$ cat src/rtl/sdram_arbiter.sv
// Arbiter sharing one 8-bit SDRAM port between the ROM loader (writes) and the renderer (reads).
// Define SDRAM_ARB_RR_EN for round-robin selection; otherwise the loader always wins.
module sdram_arbiter #(
    parameter int AW      = 25,
    parameter int TIMEOUT = 255
) (
    input  logic          clk_sys,
    input  logic          reset,
    input  logic          ld_wr,
    input  logic [AW-1:0] ld_addr,
    input  logic [7:0]    ld_data,
    output logic          ld_wait,
    output logic          ld_ovf,
    input  logic          rd_req,
    input  logic [AW-1:0] rd_base,
    input  logic [AW-1:0] rd_off,
    output logic          rd_busy,
    output logic          rd_valid,
    output logic [7:0]    rd_data,
    output logic [AW-1:0] sdram_addr,
    output logic [7:0]    sdram_din,
    output logic          sdram_rd,
    output logic          sdram_we,
    input  logic          sdram_ack,
    input  logic [7:0]    sdram_dout,
    output logic          timeout_err,
    output logic [1:0]    dbg_state
);

    // Strobe protocol: ld_wr/rd_req are single-cycle requests accepted only when the
    // matching buffer is free (ld_wait/rd_busy low); sdram_we/sdram_rd pulse once per
    // command and sdram_ack is honoured only while an operation is in WAIT.
    typedef enum logic [1:0] {
        IDLE  = 2'd0,
        ISSUE = 2'd1,
        WAIT  = 2'd2
    } state_t;

    localparam logic [9:0] TO = TIMEOUT[9:0];

    state_t        r_state;
    state_t        w_next;
    logic          r_ld_full;
    logic          r_ld_ovf;
    logic [AW-1:0] r_ld_addr;
    logic [7:0]    r_ld_data;
    logic          r_rd_busy;
    logic [AW-1:0] r_rd_addr;
    logic          r_op_wr;
    logic [AW-1:0] r_sdram_addr;
    logic [7:0]    r_sdram_din;
    logic [9:0]    r_wdog;
    logic          r_rd_valid;
    logic [7:0]    r_rd_data;
    logic          r_timeout_err;
    logic          w_select;
    logic          w_grant_wr;
    logic          w_done;
    logic          w_expired;
    logic          w_wr_prio;

`ifdef SDRAM_ARB_RR_EN
    logic r_last_wr;

    // Resets to "renderer served last" so the loader wins the first tie.
    always_ff @(posedge clk_sys or posedge reset) begin
        if (reset) begin
            r_last_wr <= 1'b0;
        end else if (w_select) begin
            r_last_wr <= w_grant_wr;
        end
    end

    assign w_wr_prio = ~r_last_wr;
`else
    assign w_wr_prio = 1'b1;
`endif

    always_ff @(posedge clk_sys or posedge reset) begin
        if (reset) begin
            r_state <= IDLE;
        end else begin
            r_state <= w_next;
        end
    end

    always_comb begin
        w_next     = r_state;
        w_select   = 1'b0;
        w_grant_wr = 1'b0;
        w_done     = 1'b0;
        w_expired  = 1'b0;
        case (r_state)
            IDLE: begin
                if (r_ld_full || r_rd_busy) begin
                    w_select   = 1'b1;
                    w_grant_wr = r_ld_full & (w_wr_prio | ~r_rd_busy);
                    w_next     = ISSUE;
                end
            end
            ISSUE: w_next = WAIT;
            WAIT: begin
                w_expired = ~sdram_ack & ((r_wdog + 10'd1) == TO);
                w_done    = sdram_ack | w_expired;
                if (w_done) begin
                    w_next = IDLE;
                end
            end
            default: w_next = IDLE;
        endcase
    end

    always_ff @(posedge clk_sys or posedge reset) begin
        if (reset) begin
            r_ld_full     <= 1'b0;
            r_ld_ovf      <= 1'b0;
            r_ld_addr     <= '0;
            r_ld_data     <= 8'h00;
            r_rd_busy     <= 1'b0;
            r_rd_addr     <= '0;
            r_op_wr       <= 1'b0;
            r_sdram_addr  <= '0;
            r_sdram_din   <= 8'h00;
            r_wdog        <= 10'd0;
            r_rd_valid    <= 1'b0;
            r_rd_data     <= 8'h00;
            r_timeout_err <= 1'b0;
        end else begin
            r_rd_valid <= 1'b0;
            if (ld_wr) begin
                if (r_ld_full) begin
                    r_ld_ovf <= 1'b1;
                end else begin
                    r_ld_full <= 1'b1;
                    r_ld_addr <= ld_addr;
                    r_ld_data <= ld_data;
                end
            end
            if (rd_req && !r_rd_busy) begin
                r_rd_busy <= 1'b1;
                r_rd_addr <= rd_base + rd_off;
            end
            if (w_select) begin
                r_op_wr      <= w_grant_wr;
                r_sdram_addr <= w_grant_wr ? r_ld_addr : r_rd_addr;
                if (w_grant_wr) begin
                    r_sdram_din <= r_ld_data;
                end
            end
            if (r_state == ISSUE) begin
                r_wdog <= 10'd0;
            end else if (r_state == WAIT) begin
                r_wdog <= r_wdog + 10'd1;
            end
            // A watchdog expiry completes the operation exactly like an ack, with zero read data.
            if (w_done) begin
                if (w_expired) begin
                    r_timeout_err <= 1'b1;
                end
                if (r_op_wr) begin
                    r_ld_full <= 1'b0;
                end else begin
                    r_rd_busy  <= 1'b0;
                    r_rd_valid <= 1'b1;
                    r_rd_data  <= w_expired ? 8'h00 : sdram_dout;
                end
            end
        end
    end

    assign ld_wait     = r_ld_full;
    assign ld_ovf      = r_ld_ovf;
    assign rd_busy     = r_rd_busy;
    assign rd_valid    = r_rd_valid;
    assign rd_data     = r_rd_data;
    assign sdram_addr  = r_sdram_addr;
    assign sdram_din   = r_sdram_din;
    assign sdram_we    = (r_state == ISSUE) & r_op_wr;
    assign sdram_rd    = (r_state == ISSUE) & ~r_op_wr;
    assign timeout_err = r_timeout_err;
    assign dbg_state   = r_state;

endmodule

$ cat config.mk
export PLATFORM = sky130hd
export DESIGN_NAME = sdram_arbiter
export DESIGN_NICKNAME = d
export VERILOG_FILES = /design/src/rtl/sdram_arbiter.sv
export SDC_FILE = /design/constraint.sdc
export NUM_CORES = 1
export LEC_CHECK = 0
export BUFFER_PORTS_ARGS = -buffer_cell sky130_fd_sc_hd__buf_4
export CORE_ASPECT_RATIO = 0.8
export CORE_UTILIZATION = 50
export CTS_BUF_LIST = sky130_fd_sc_hd__clkbuf_4 sky130_fd_sc_hd__clkbuf_8
export CTS_CLUSTER_SIZE = 10
export DETAILED_ROUTE_END_ITERATION = 16
export PLACE_DENSITY = 0.81
export SLEW_MARGIN = 0
export SYNTH_ARGS = -nofsm -noshare
export SYNTH_HDL_FRONTEND = slang
export SYNTH_SLANG_ARGS = --single-unit
$ cat constraint.sdc
create_clock -name clk_sys -period 3.4 [get_ports clk_sys]
set_input_delay 0.34 -clock clk_sys [delete_from_list [all_inputs] [get_ports clk_sys]]
set_output_delay 0.34 -clock clk_sys [all_outputs]
set_load 0.01 [all_outputs]
* After elaboration in Yosys (flattened, before gate mapping)
Cells that the tools add are included.
** Storage, ports and cells
- Bits in registers :: 117
- Latch bits :: 0
- Bits in writable memories :: 0
- Memory bits (read-only) :: 0
- Input bits :: 96
- Memories :: 0
** Operators by class
- Add/sub/neg operators :: 2
- Multipliers :: 0
- Div/mod/pow operators :: 0
- $lt $le $gt $ge :: 0
- Equality and inequality tests :: 5
- Shift-type cells :: 0
- Multiplexer cells :: 21
- Bitwise operators :: 7
- Reductions and logical operators :: 11
** Operator list (number)
- $add 25x25->25 :: 1
- $mux 25 :: 1
- $mux 10 :: 2
- $mux 1 :: 14
- $reduce_and 2->1 :: 6
- $add 10x1->10 const B :: 1
- $eq 10x8->1 const B :: 1
- $mux 8 :: 1
- $pmux 2 s3 :: 1
- $mux 2 :: 2
- $ne 2x2->1 const B :: 2
- $and 1x1->1 :: 3
- $not 1->1 :: 3
- $eq 2x1->1 const B :: 1
- $eq 2x2->1 const B :: 1
- $logic_not 2->1 :: 1
- $reduce_bool 2->1 :: 1
- $logic_and 1x1->1 :: 1
- $logic_not 1->1 :: 1
- $logic_or 1x1->1 :: 1
- $or 1x1->1 :: 1

* Depth between registers and ports, before layout
Gate-level depths: netlist of run 1.
- Depth in word-level cells :: 6
- Gate-level depth with buffers :: 8
- Mapped depth without buffers :: 8

* Worst setup path before layout of run 1
Ideal clock, no wire load.
- Path type :: input-to-reg
- Start :: input port rd_base[0]
- End :: register r_rd_addr[16]
- Library setup time :: 0.126 ns
- Data arrival time :: 2.196 ns
- Path slack :: 1.078 ns
- Stages on the path :: 8
- Buffers on the path :: 0
- Path through :: ha_1 fa_1 a21o_1 a221o_1 o21ai_1 a21o_1 nand2_1 a221o_1
** Between the ends
- Cells in the longest elaborated chain, start to end :: 1
** Ends and longest elaborated chain
- start: declaration :: RTL line 15 : input logic [AW-1:0] rd_base,
- $add 25x25->25 :: RTL line 141 : r_rd_addr <= rd_base + rd_off;
- end signal: assignment :: RTL line 141
- end: declaration :: RTL line 48 : logic [AW-1:0] r_rd_addr;
No other way between the ends.
A chain may end at the register's enable or synchronous reset.

* Final worst setup path of run 1
- Start :: register r_wdog[1]
- End :: register r_state[1] (netlist: dbg_state[1])
** Between the ends
- Cells in the longest elaborated chain, start to end :: 6
** Ends and longest elaborated chain
- start: declaration :: RTL line 52 : logic [9:0] r_wdog;
- start signal: assignment :: RTL line 153 : r_wdog <= r_wdog + 10'd1;
- $add 10x1->10 :: RTL line 103 : w_expired = ~sdram_ack & ((r_wdog + 10'd1) == TO);
- $eq 10x8->1 :: RTL line 103
- $and 1x1->1 :: RTL line 103
- $or 1x1->1 :: RTL line 104 : w_done = sdram_ack | w_expired;
- $ne 2x2->1 (no line)
- $reduce_and 2->1 (no line)
- end signal: assignment :: RTL line 83 : r_state <= w_next;
- end: declaration :: RTL line 41 : state_t r_state;
No other way between the ends.

==> impl_results.md, run 1 <==
* Internal power at around 4 mW
* Met3 Usage GRT at 0.07026
* Part of the power in registers at 0.406
* Yosys top cell area share at 0.4750
* Via density at between 5 and 6
* Clock share of power at 0.180
* Worst Skew at about 0.011 ns
* Pin count of the biggest net entering global routing at just under 60
* Post-synthesis sequential area ratio at 0.4750
* Sw power at around 2.1 mW
* Layout Cell Area excl Fill at about 7700 um2
* CP max FO at 6
* Proportion of layout cells with a drive suffix above 1 at 0.3255
* Vias in the first global route at 5229
* Setup TNS at 0 ns
* Antenna Cells at 0
* # rows at 35
* PnR worst setup slack at between 0.9 and 1 ns
* Die area at around 13000 um2
* CTS Buf Count at 17
* Final max-slew violation count at 0
* WL/cell at 17.80 um
* Met1 usage at 0.3395
* CP required at 3.71 ns
* Period utilisation layout at 0.7135
* Syn Inst Count at slightly below 600
* Leakage dissipation at roughly 3.7 nW
* Outcome: complete, no violations
* Port bufs at 145
* Placed instance area at 7403 um2
* Gr ovfl total at 0
* Final WL at 15590 um
* Yosys top cell by area: dfrtp_1
* CTS clock-pin slew for the worst setup and hold paths at around 0.070 ns
* Gpl congestion at 0.9609
* Initial Utilization at 0.5232
* Switching share of power at 0.3517
* Grt met2 use at 0.4161
* Top Usage Layer GRT: met2
* Synth Register Bits at 117
* Async set-reset flop share out of synthesis at 1.000
* CP Launch Type: flop
* CP Data Arrival Time at approximately 2.7 ns
* Ys flop type: dfrtp_1
* Antenna viol nets, final at 0
* Vias at about 5.2k
* Core footprint at between 10000 and 15000 um2
* Drt first pass iters at 5
* Final hold vios at 0
* Max Buffers Root-to-Sink at 2
* Critical path class: flop to flop
* DRC viols at 0
* IO Pins at ~150
* Slew headroom at 0.2520
* Iter 0 DRT Violations at approximately 370
* Peak supply drop at between 0.5 and 0.6 mV
* Final #Nets at around 840
* Hold WC Path Type: input port to flop
* Achievable Freq at ~400 MHz
* Synth Net Count at 704
* Worst R2R Setup Slack at 0.97 ns
* Clk_lat worst skew at 0.43 ns
* PD cells at 784.0 nW/um2
* RSZ-0062 raised after global routing: no
* Yosys warnings at 0
* First-pass GRT wire length at between 20000 and 30000 um
* Final min period at 2.426 ns
* Die W at between 100 and 150 um
* CTS tree: done
* H-tree depth at 4
* All-layer global routing usage at 0.2572
* Max-cap violations at 0
* Post-Syn Area at approximately 6000 um2
* Root Driver: clkbuf_8
* Setup Buffers After CTS at 0
* CTS Sinks at roughly 120
* Die Height at 101.3 um
* Pwr Total at between 6 and 7 mW
* Setup WS pre-CTS at roughly 0.65 ns
* Post-synth EDFFs at 0
* Gate power share at 0.414
* Endpoints failing setup at 0
* Top cells by area, synth: dfrtp_1 48%, a22o_1 8.7%, mux2_2 7.7%, ha_1 5.9%, nand2_1 3.8%
* Syn avg cell area at approximately 11 um2
* Initial antenna violation count at 0
* Yosys cell types at 56
* Area grow syn2layout at 25.68%
* Placed wire-length estimate at about 12000 um
* Worst slew pin tran at ~1.1 ns
* Crit end category: flop
## critical path: stages (launching register included)
cell	delay, ns
dfrtp_1	0.42
ha_1	0.25
and4_1	0.23
and4_4	0.21
or3_4	0.34
a211oi_4	0.42
o21ai_2	0.13
mux2_4	0.30
## area by class of cell
cell class,instances,area [um2]
clock buffers,24,305.3
clock inverters,5,27.53
fillers,935,4034
inverters,12,48.80
multi-input cells,416,3080
flip-flops and latches,117,2928
well taps,148,185.2
repair buffers,154,1171
## registers in the layout, indices dropped and copies added (netlist names), 2 cells and up
| register | cells |
|---|---|
| dbg_state | 2 |
| r_ld_addr | 25 |
| r_ld_data | 8 |
| r_rd_addr | 25 |
| r_wdog | 10 |
| rd_data | 8 |
| sdram_addr | 25 |
| sdram_din | 8 |
## kinds of logic (layout without fill, tap and decap cells)
family | after synthesis | in the layout | share of synthesized area
xor gates and xnor gates | 17 | 17 | 0.02416
DFF | 117 | 117 | 0.4750
buffers and inverters | 45 | 195 | 0.02741
adders and majority gates | 30 | 30 | 0.06212
and+or+nand+nor | 142 | 142 | 0.1102
muxes | 45 | 45 | 0.08242
AOI/OAI and AO/OA | 182 | 182 | 0.2186
## synth_stat cells, types with 7 or more instances
master and instances:
nand3_1 8, clkbuf_1 30, nor2b_1 7, nor3_1 7, nor2_1 24, ha_1 29
o21a_1 8, nand2_1 63, a21oi_1 24, a22o_1 61, a21o_1 9, inv_1 12
dfrtp_1 117, xnor2_1 11, mux2_2 42, o21ai_0 32
## metal layers
layer,wire length (um),part of all wire
met2,7310,0.47
met4,190,0.012
met5,0,0
met3,1174,0.075
met1,6918,0.44
## per-stage QoR
stage                     utilization  instances  hold WS, ns
final                          0.6576        876       0.1194
after detailed placement       0.6285        846       0.3463
after global routing           0.6576        876       0.1083
after floorplan                     -        578       0.4466
after CTS                      0.6576        876       0.1091
after global placement         0.6285        846       0.3392
## power groups by stage
stage / clock network, mW / logic [mW] / registers, mW
3_3_place_gp: 0 / 2.41 / 2.44
6_report: 1.09 / 2.52 / 2.46
3_5_place_dp: 0 / 2.52 / 2.47
4_1_cts: 1.11 / 2.53 / 2.46
2_1_floorplan: 0 / 1.56 / 2.44
5_1_grt: 1.17 / 2.76 / 2.54
## final timing paths
path,cells after the start,from,end
max,7,r_wdog[1],dbg_state[1]
min,2,sdram_dout[1],rd_data[1]
max reg2reg,7,r_wdog[1],dbg_state[1]
min reg2reg,1,ld_ovf,ld_ovf
max in group asynchronous,4,reset,sdram_addr[21]
min in group asynchronous,3,reset,r_ld_data[7]
## cells in the final DEF (no fill, tap or decap), types with 7 or more instances in the layout
cell type	synthesis	routed
a21oi_1	24	24
o21ai_0	32	32
inv_1	12	11
buf_4	0	152
o21a_1	8	8
nand3_1	8	8
nand2_1	63	63
mux2_2	42	42
ha_1	29	29
nor3_1	7	7
a21o_1	9	9
xnor2_1	11	11
clkbuf_8	0	20
dfrtp_1	117	117
nor2_1	24	24
a22o_1	61	61
## repair_timing
| item | CTS | global route |
|---|---|---|
| endpoints found under the hold margin | 14 | 0 |
| hold buffers | 1 | 0 |
| resized for setup | 0 | 0 |
(Power assumes the default switching activity.)
==> run 2: changes to the inputs <==
Settings changed: CORE_UTILIZATION 50 to 56, PLACE_DENSITY 0.81 to 0.86.
Clock period 3.4 ns to 2.3 ns, I/O delays scaled along.
==> run 2 against run 1 <==
  * Sequential power increased by 48%
  * Sequential share of layout area decreased by 1.1 points
  * Combinational power increased by 53%
  * Final cell count increased by 2.1%
  * Wire length increased by 5.3%
  * Global-route usage increased by 3.9 points
  * Utilization increased by 10 points
  * Clock skew decreased by 0.0035 ns
  * First-iteration DRC count increased by 25%
  * Worst hold slack got worse by 0.095 ns
  * Worst setup slack got worse by 0.90 ns
==> impl_results.md, run 2 (same netlist as run 1, synthesis figures left out) <==
* Pin count of the biggest net entering global routing at 41 (-31%)
* Reg2reg end: dbg_state[1]
* Final max-slew violation count at 0 (unchanged)
* Final hold vios at 0 (unchanged)
* Setup WS pre-CTS at -0.2015 ns (-0.8523 ns)
* WHS Endpoint: rd_data[2]
* CP required at 2.61 ns (-1.10 ns)
* Outcome: complete, no violations
* Pwr Total at 9.276 mW (+53%)
* Slowest stage delay, CP at 0.40 ns (-0.02 ns)
* Root Driver: clkbuf_8
* All-layer global routing usage at 0.2965 (+0.03932)
* Non-filler cells, final at 894 (+2.1%)
* PD cells at 1161 nW/um2 (+48%)
* CTS clock-pin slew for the worst setup and hold paths at 0.07 ns (about the same)
* Placed wire-length estimate at 11860 um (+2.1%)
* Vias at 5438 (+4.7%)
* Setup TNS at 0 ns (unchanged)
* Gpl congestion at 0.9249 (-3.7%)
* Die area at 11430 um2 (-11%)
* Drt first pass iters at 5 (unchanged)
* Hold WC Path Type: input port to flop
* Max-cap violations at 0 (unchanged)
* CP Launch Type: flop
* Multi-input logic area at 3083 um2 (about the same)
* CP max FO at 5 (-1)
* Crit end category: flop
* Initial antenna violation count at 0 (unchanged)
* Initial Utilization at 0.5877 (+0.06448)
* WHS Path Cells at 2 (unchanged)
* Final WL at 16420 um (+5.3%)
* Sequential Area at 2928 um2 (unchanged)
* WL/cell at 18.36 um (+3.2%)
* Slowest cell on crit path: dfrtp_1
* Final #Nets at 870 (+3.1%)
* CTS tree: done
* CTS Buf Count at 17 (unchanged)
* RSZ-0062 raised after global routing: no
* Antenna viol nets, final at 0 (unchanged)
* Leakage dissipation at 3.797 nW (+4.0%)
* Final Util at 0.7615 (+0.1039)
* Peak supply drop at 0.7417 mV (+48%)
* Fillers at 698 (-25%)
* Final min period at 2.222 ns (-0.2038 ns)
* Via density at 6.083 (+2.6%)
* Gr ovfl total at 0 (unchanged)
* Critical path class: flop to flop
* Depth of the worst register-to-register path at 8 (+1)
* PnR worst setup slack at 0.07805 ns (-0.8962 ns)
* Worst slew pin tran at 1.203 ns (+0.08589 ns)
* Period utilisation layout at 0.9661 (+0.2526)
* Commonest non-fill, non-tap cell in the layout: buf_4
* Commonest cells after routing, fill and taps aside: 175 x buf_4, 117 x dfrtp_1, 63 x nand2_1
* Worst Skew at 0.007168 ns (-0.003541 ns)
* Area grow syn2layout at 29.58%
* Placed insts at 860 (+1.7%)
* Proportion of layout cells with a drive suffix above 1 at 0.3475 (+0.02193)
* H-tree depth at 4 (unchanged)
* First-pass GRT wire length at 25930 um (+1.0%)
* Endpoints failing setup at 0 (unchanged)
* Core footprint at 10490 um2 (-11%)
* Worst flop-to-flop path startpoint: r_wdog[0]
* IO Pins at 146 (unchanged)
* CP Data Arrival Time at 2.53 ns (-0.21 ns)
* Hold path start: sdram_dout[2]
* Critical-path cell list: ha_2, and4_1, and4_4, or3_4, a211oi_4, buf_6, o21ai_2, mux2_4
* Achievable Freq at 450.1 MHz (+9.2%)
* Die Height at 95.84 um (-5.4%)
* Iter 0 DRT Violations at 465 (+25%)
* Die W at 119.3 um (-5.4%)
* Max Buffers Root-to-Sink at 2 (unchanged)
* DRC viols at 0 (unchanged)
* Vias in the first global route at 5306 (+1.5%)
* Antenna Cells at 0 (unchanged)
* Port bufs at 145 (unchanged)
* Clk_lat worst skew at 0.43 ns (about the same)
* Slew headroom at 0.1980 (-0.05399)
* # rows at 33 (-5.7%)
* Worst R2R Setup Slack at 0.08 ns (-0.90 ns)
* CTS Sinks at 117 (unchanged)
-- run 2: changes by cell type in the layout (fill, tap and decap cells not counted) --
cell / change
buf_4: +23
clkbuf_8: +3
dlygate4sd3_1: +2
buf_6: +1
clkinvlp_4: -1
clkbuf_4: -2
bufinv_16: +1
ha_1: -1
ha_2: +1
clkinv_2: -1
-- run 2: repair_timing --
item	CTS	global route
buffers inserted	1	1
cloned	0	0
resized for setup	0	2
setup endpoints to repair	1	9
hold buffers	2	1
endpoints found under the hold margin	17	1
pin swaps	1	0
-- run 2: critical path, delay by kind of cell, from the launching register on --
kind	cells	cell delay (ns)
adder cells (fa/ha/maj)	1	0.19
flip-flops	1	0.40
AO/OA/AOI/OAI	2	0.32
AND/OR/NAND/NOR	3	0.74
multiplexers	1	0.29
buffers and inverters	1	0.16
-- run 2: layout make-up --
| class | instances | share of cell area |
|---|---|---|
| clock buffers | 25 | 0.04152 |
| clock inverters | 4 | 0.005640 |
| inverters | 12 | 0.006110 |
| multi-input cells | 416 | 0.3860 |
| flip-flops and latches | 117 | 0.3666 |
| well taps | 140 | 0.02193 |
| repair buffers | 180 | 0.1722 |
-- run 2: report_power, final --
group	internal, mW	total [mW]	leakage (nW)	switching, mW
clock network	1.03	1.79	0.200	0.762
logic	2.03	3.86	2.15	1.83
registers	3.00	3.63	1.45	0.631
total	6.05	9.28	3.80	3.23
-- run 2: worst max-delay path by stage --
stage / from / end / slack [ns] / depth (start not counted)
after floorplan: r_wdog[1] / dbg_state[1] / 0.08 / 7
after global placement: rd_base[0] / r_rd_addr[16] / -0.06 / 10
after detailed placement: rd_base[0] / r_rd_addr[20] / -0.20 / 10
after CTS: r_wdog[0] / dbg_state[1] / 0.04 / 8
after global routing: r_wdog[0] / dbg_state[1] / 0.01 / 8
final: r_wdog[0] / dbg_state[1] / 0.08 / 8
-- run 2: stage by stage --
stage	cell area [um2]	hold WS [ns]
after global placement	7559	0.2496
final	7986	0.02441
after CTS	7963	0.008151
after global routing	7986	0.0005342
after detailed placement	7559	0.2657
after floorplan	6167	0.3470
-- run 2: routing by layer --
layer	routed length (um)	global-route usage	up-vias	share of wire
li1	-	-	2469	-
met1	6780	0.3764	2672	0.41
met2	7975	0.4898	265	0.49
met3	1323	0.08827	32	0.081
met4	336	0.1031	0	0.020
met5	0	0	-	0
==> run 3: changes to the inputs <==
Settings changed: CORE_ASPECT_RATIO 0.8 to 1.25.
==> run 3 against run 2 <==
  * Sequential power hardly changed
  * Die area hardly changed
  * Clock skew is 0.0049 ns higher
  * Fmax is 2.2% lower
  * Clock-buffer cell count is 2 higher
  * Power is 1.4% higher
  * Cell area is 0.96% higher
  * Global-route usage is 0.78 points lower
  * Worst hold slack worse by 0.00053 ns
  * Wire length is 4.4% lower
==> impl_results.md, run 3 (same netlist as run 1, synthesis figures left out) <==
* CP max FO at 4 (-1)
* WL/cell at 17.61 um (-4.1%)
* Iter 0 DRT Violations at 229 (-51%)
* Critical path class: flop to flop
* Via density at 6.070 (-0.22%)
* Reg2reg end: dbg_state[1]
* Vias at 5408 (-0.55%)
* CP required at 2.61 ns (about the same)
* CTS tree: done
* H-tree depth at 4 (unchanged)
* Core footprint at 10670 um2 (+1.7%)
* Depth of the worst register-to-register path at 8 (unchanged)
* Multi-input logic area at 3100 um2 (+0.57%)
* CTS clock-pin slew for the worst setup and hold paths at 0.06 ns (about the same)
* Setup WS pre-CTS at -0.1049 ns (+0.09658 ns)
* Die W at 95.84 um (-20%)
* WHS Endpoint: rd_data[4]
* # rows at 42 (+27%)
* Antenna viol nets, final at 0 (unchanged)
* Final min period at 2.271 ns (+0.04917 ns)
* DRC viols at 0 (unchanged)
* Period utilisation layout at 0.9874 (+0.02138)
* CP Data Arrival Time at 2.58 ns (+0.05 ns)
* Hold path start: sdram_dout[4]
* Worst slew pin tran at 0.5279 ns (-0.6749 ns)
* Worst Skew at 0.01211 ns (+0.004938 ns)
* Outcome: complete, no violations
* Worst flop-to-flop path startpoint: r_wdog[1]
* Root Driver: clkbuf_8
* Leakage dissipation at 3.836 nW (+1.0%)
* Initial Utilization at 0.5778 (-0.009926)
* Slew headroom at 0.6481 (+0.4500)
* Die Height at 119.3 um (+24%)
* Achievable Freq at 440.3 MHz (-2.2%)
* Commonest cells after routing, fill and taps aside: 178 x buf_4, 117 x dfrtp_1, 63 x nand2_1
* Final #Nets at 874 (+0.46%)
* Gr ovfl total at 0 (unchanged)
* Endpoints failing setup at 0 (unchanged)
* Vias in the first global route at 5295 (-0.21%)
* Commonest non-fill, non-tap cell in the layout: buf_4
* RSZ-0062 raised after global routing: yes
* Die area at 11430 um2 (about the same)
* Area grow syn2layout at 30.82%
* CP Launch Type: flop
* Setup TNS at 0 ns (unchanged)
* Initial antenna violation count at 0 (unchanged)
* Worst R2R Setup Slack at 0.03 ns (-0.05 ns)
* Port bufs at 145 (unchanged)
* PD cells at 1166 nW/um2 (+0.43%)
* PnR worst setup slack at 0.02888 ns (-0.04917 ns)
* Hold WC Path Type: input port to flop
* Antenna Cells at 0 (unchanged)
* Final max-slew violation count at 0 (unchanged)
* All-layer global routing usage at 0.2888 (-0.007761)
* IO Pins at 146 (unchanged)
* Fillers at 725 (+3.9%)
* Proportion of layout cells with a drive suffix above 1 at 0.3518 (+0.004299)
* Peak supply drop at 0.5463 mV (-26%)
* Final hold vios at 0 (unchanged)
* WHS Path Cells at 2 (unchanged)
* CTS Buf Count at 17 (unchanged)
* Max-cap violations at 0 (unchanged)
* Clk_lat worst skew at 0.43 ns (about the same)
* CTS Sinks at 117 (unchanged)
* Pwr Total at 9.405 mW (+1.4%)
* Sequential Area at 2928 um2 (unchanged)
* Drt first pass iters at 5 (unchanged)
* Placed wire-length estimate at 11220 um (-5.4%)
* Crit end category: flop
* Max Buffers Root-to-Sink at 2 (unchanged)
* Pin count of the biggest net entering global routing at 46 (+12%)
* First-pass GRT wire length at 25210 um (-2.8%)
* Final WL at 15690 um (-4.4%)
* Gpl congestion at 0.8895 (-3.8%)
[run 3: changes by cell type in the layout (fill, tap and decap cells not counted), sizes merged]
cell / before / now
buf: 177 / 182
clkinv: 3 / 1
bufinv: 1 / 2
clkbuf: 25 / 27
dlygate4sd3: 3 / 1
o21ai: 36 / 37
[run 3: layout make-up]
type                    count  share of cell area
inverters                  12            0.006052
multi-input cells         417              0.3845
flip-flops and latches    117              0.3631
well taps                 132             0.02048
clock buffers              27             0.04299
repair buffers            183              0.1747
clock inverters             3            0.008070
[run 3: critical path, stage by stage (launching register included)]
cell and delay [ns]:
dfrtp_1 0.40, ha_2 0.20, and4_1 0.22, and4_4 0.21, or3_4 0.34, a211oi_4 0.27
buf_6 0.16, o21ai_4 0.05, mux2_4 0.30
[run 3: worst max-delay path by stage]
| stage | from | endpoint | slack [ns] | cells past startpoint |
|---|---|---|---|---|
| after CTS | r_wdog[1] | rd_data[5] | 0.04 | 7 |
| final | r_wdog[1] | dbg_state[1] | 0.03 | 8 |
| after detailed placement | rd_base[0] | r_rd_addr[16] | -0.10 | 10 |
| after floorplan | r_wdog[1] | dbg_state[1] | 0.08 | 7 |
| after global routing | r_wdog[1] | rd_data[0] | -0.004 | 8 |
| after global placement | rd_base[0] | r_rd_addr[16] | -0.07 | 10 |
[run 3: report_power, final]
| part | switching [mW] | internal (mW) | total [mW] |
|---|---|---|---|
| clock | 0.750 | 1.17 | 1.92 |
| combinational | 1.81 | 2.05 | 3.86 |
| sequential | 0.623 | 3.00 | 3.62 |
| total | 3.18 | 6.22 | 9.41 |
[run 3: through the flow]
stage | std cells | hold WS (ns) | cell area [um2] | util
6_report | 891 | 0.02388 | 8063 | 0.7558
5_1_grt | 891 | 0.008535 | 8063 | 0.7558
4_1_cts | 884 | 0.00008779 | 7984 | 0.7484
3_5_place_dp | 853 | 0.2774 | 7562 | 0.7089
3_3_place_gp | 853 | 0.2676 | 7562 | 0.7089
2_1_floorplan | 578 | 0.3470 | 6167 | -
[run 3: repair_timing]
item | 4_1_cts | 5_1_grt
endpoints found under the hold margin | 16 | 0
endpoints found under the setup margin | 0 | 9
hold buffers | 1 | 0
resized for setup | 0 | 5
setup buffers | 0 | 6
[run 3: layer usage]
| metal | track usage | routed length (um) | vias to the layer above |
|---|---|---|---|
| met5 | 0 | 0 | - |
| met4 | 0.1297 | 544 | 0 |
| met3 | 0.05428 | 793 | 43 |
| met2 | 0.5085 | 8280 | 217 |
| met1 | 0.3333 | 6076 | 2668 |
| li1 | - | - | 2480 |
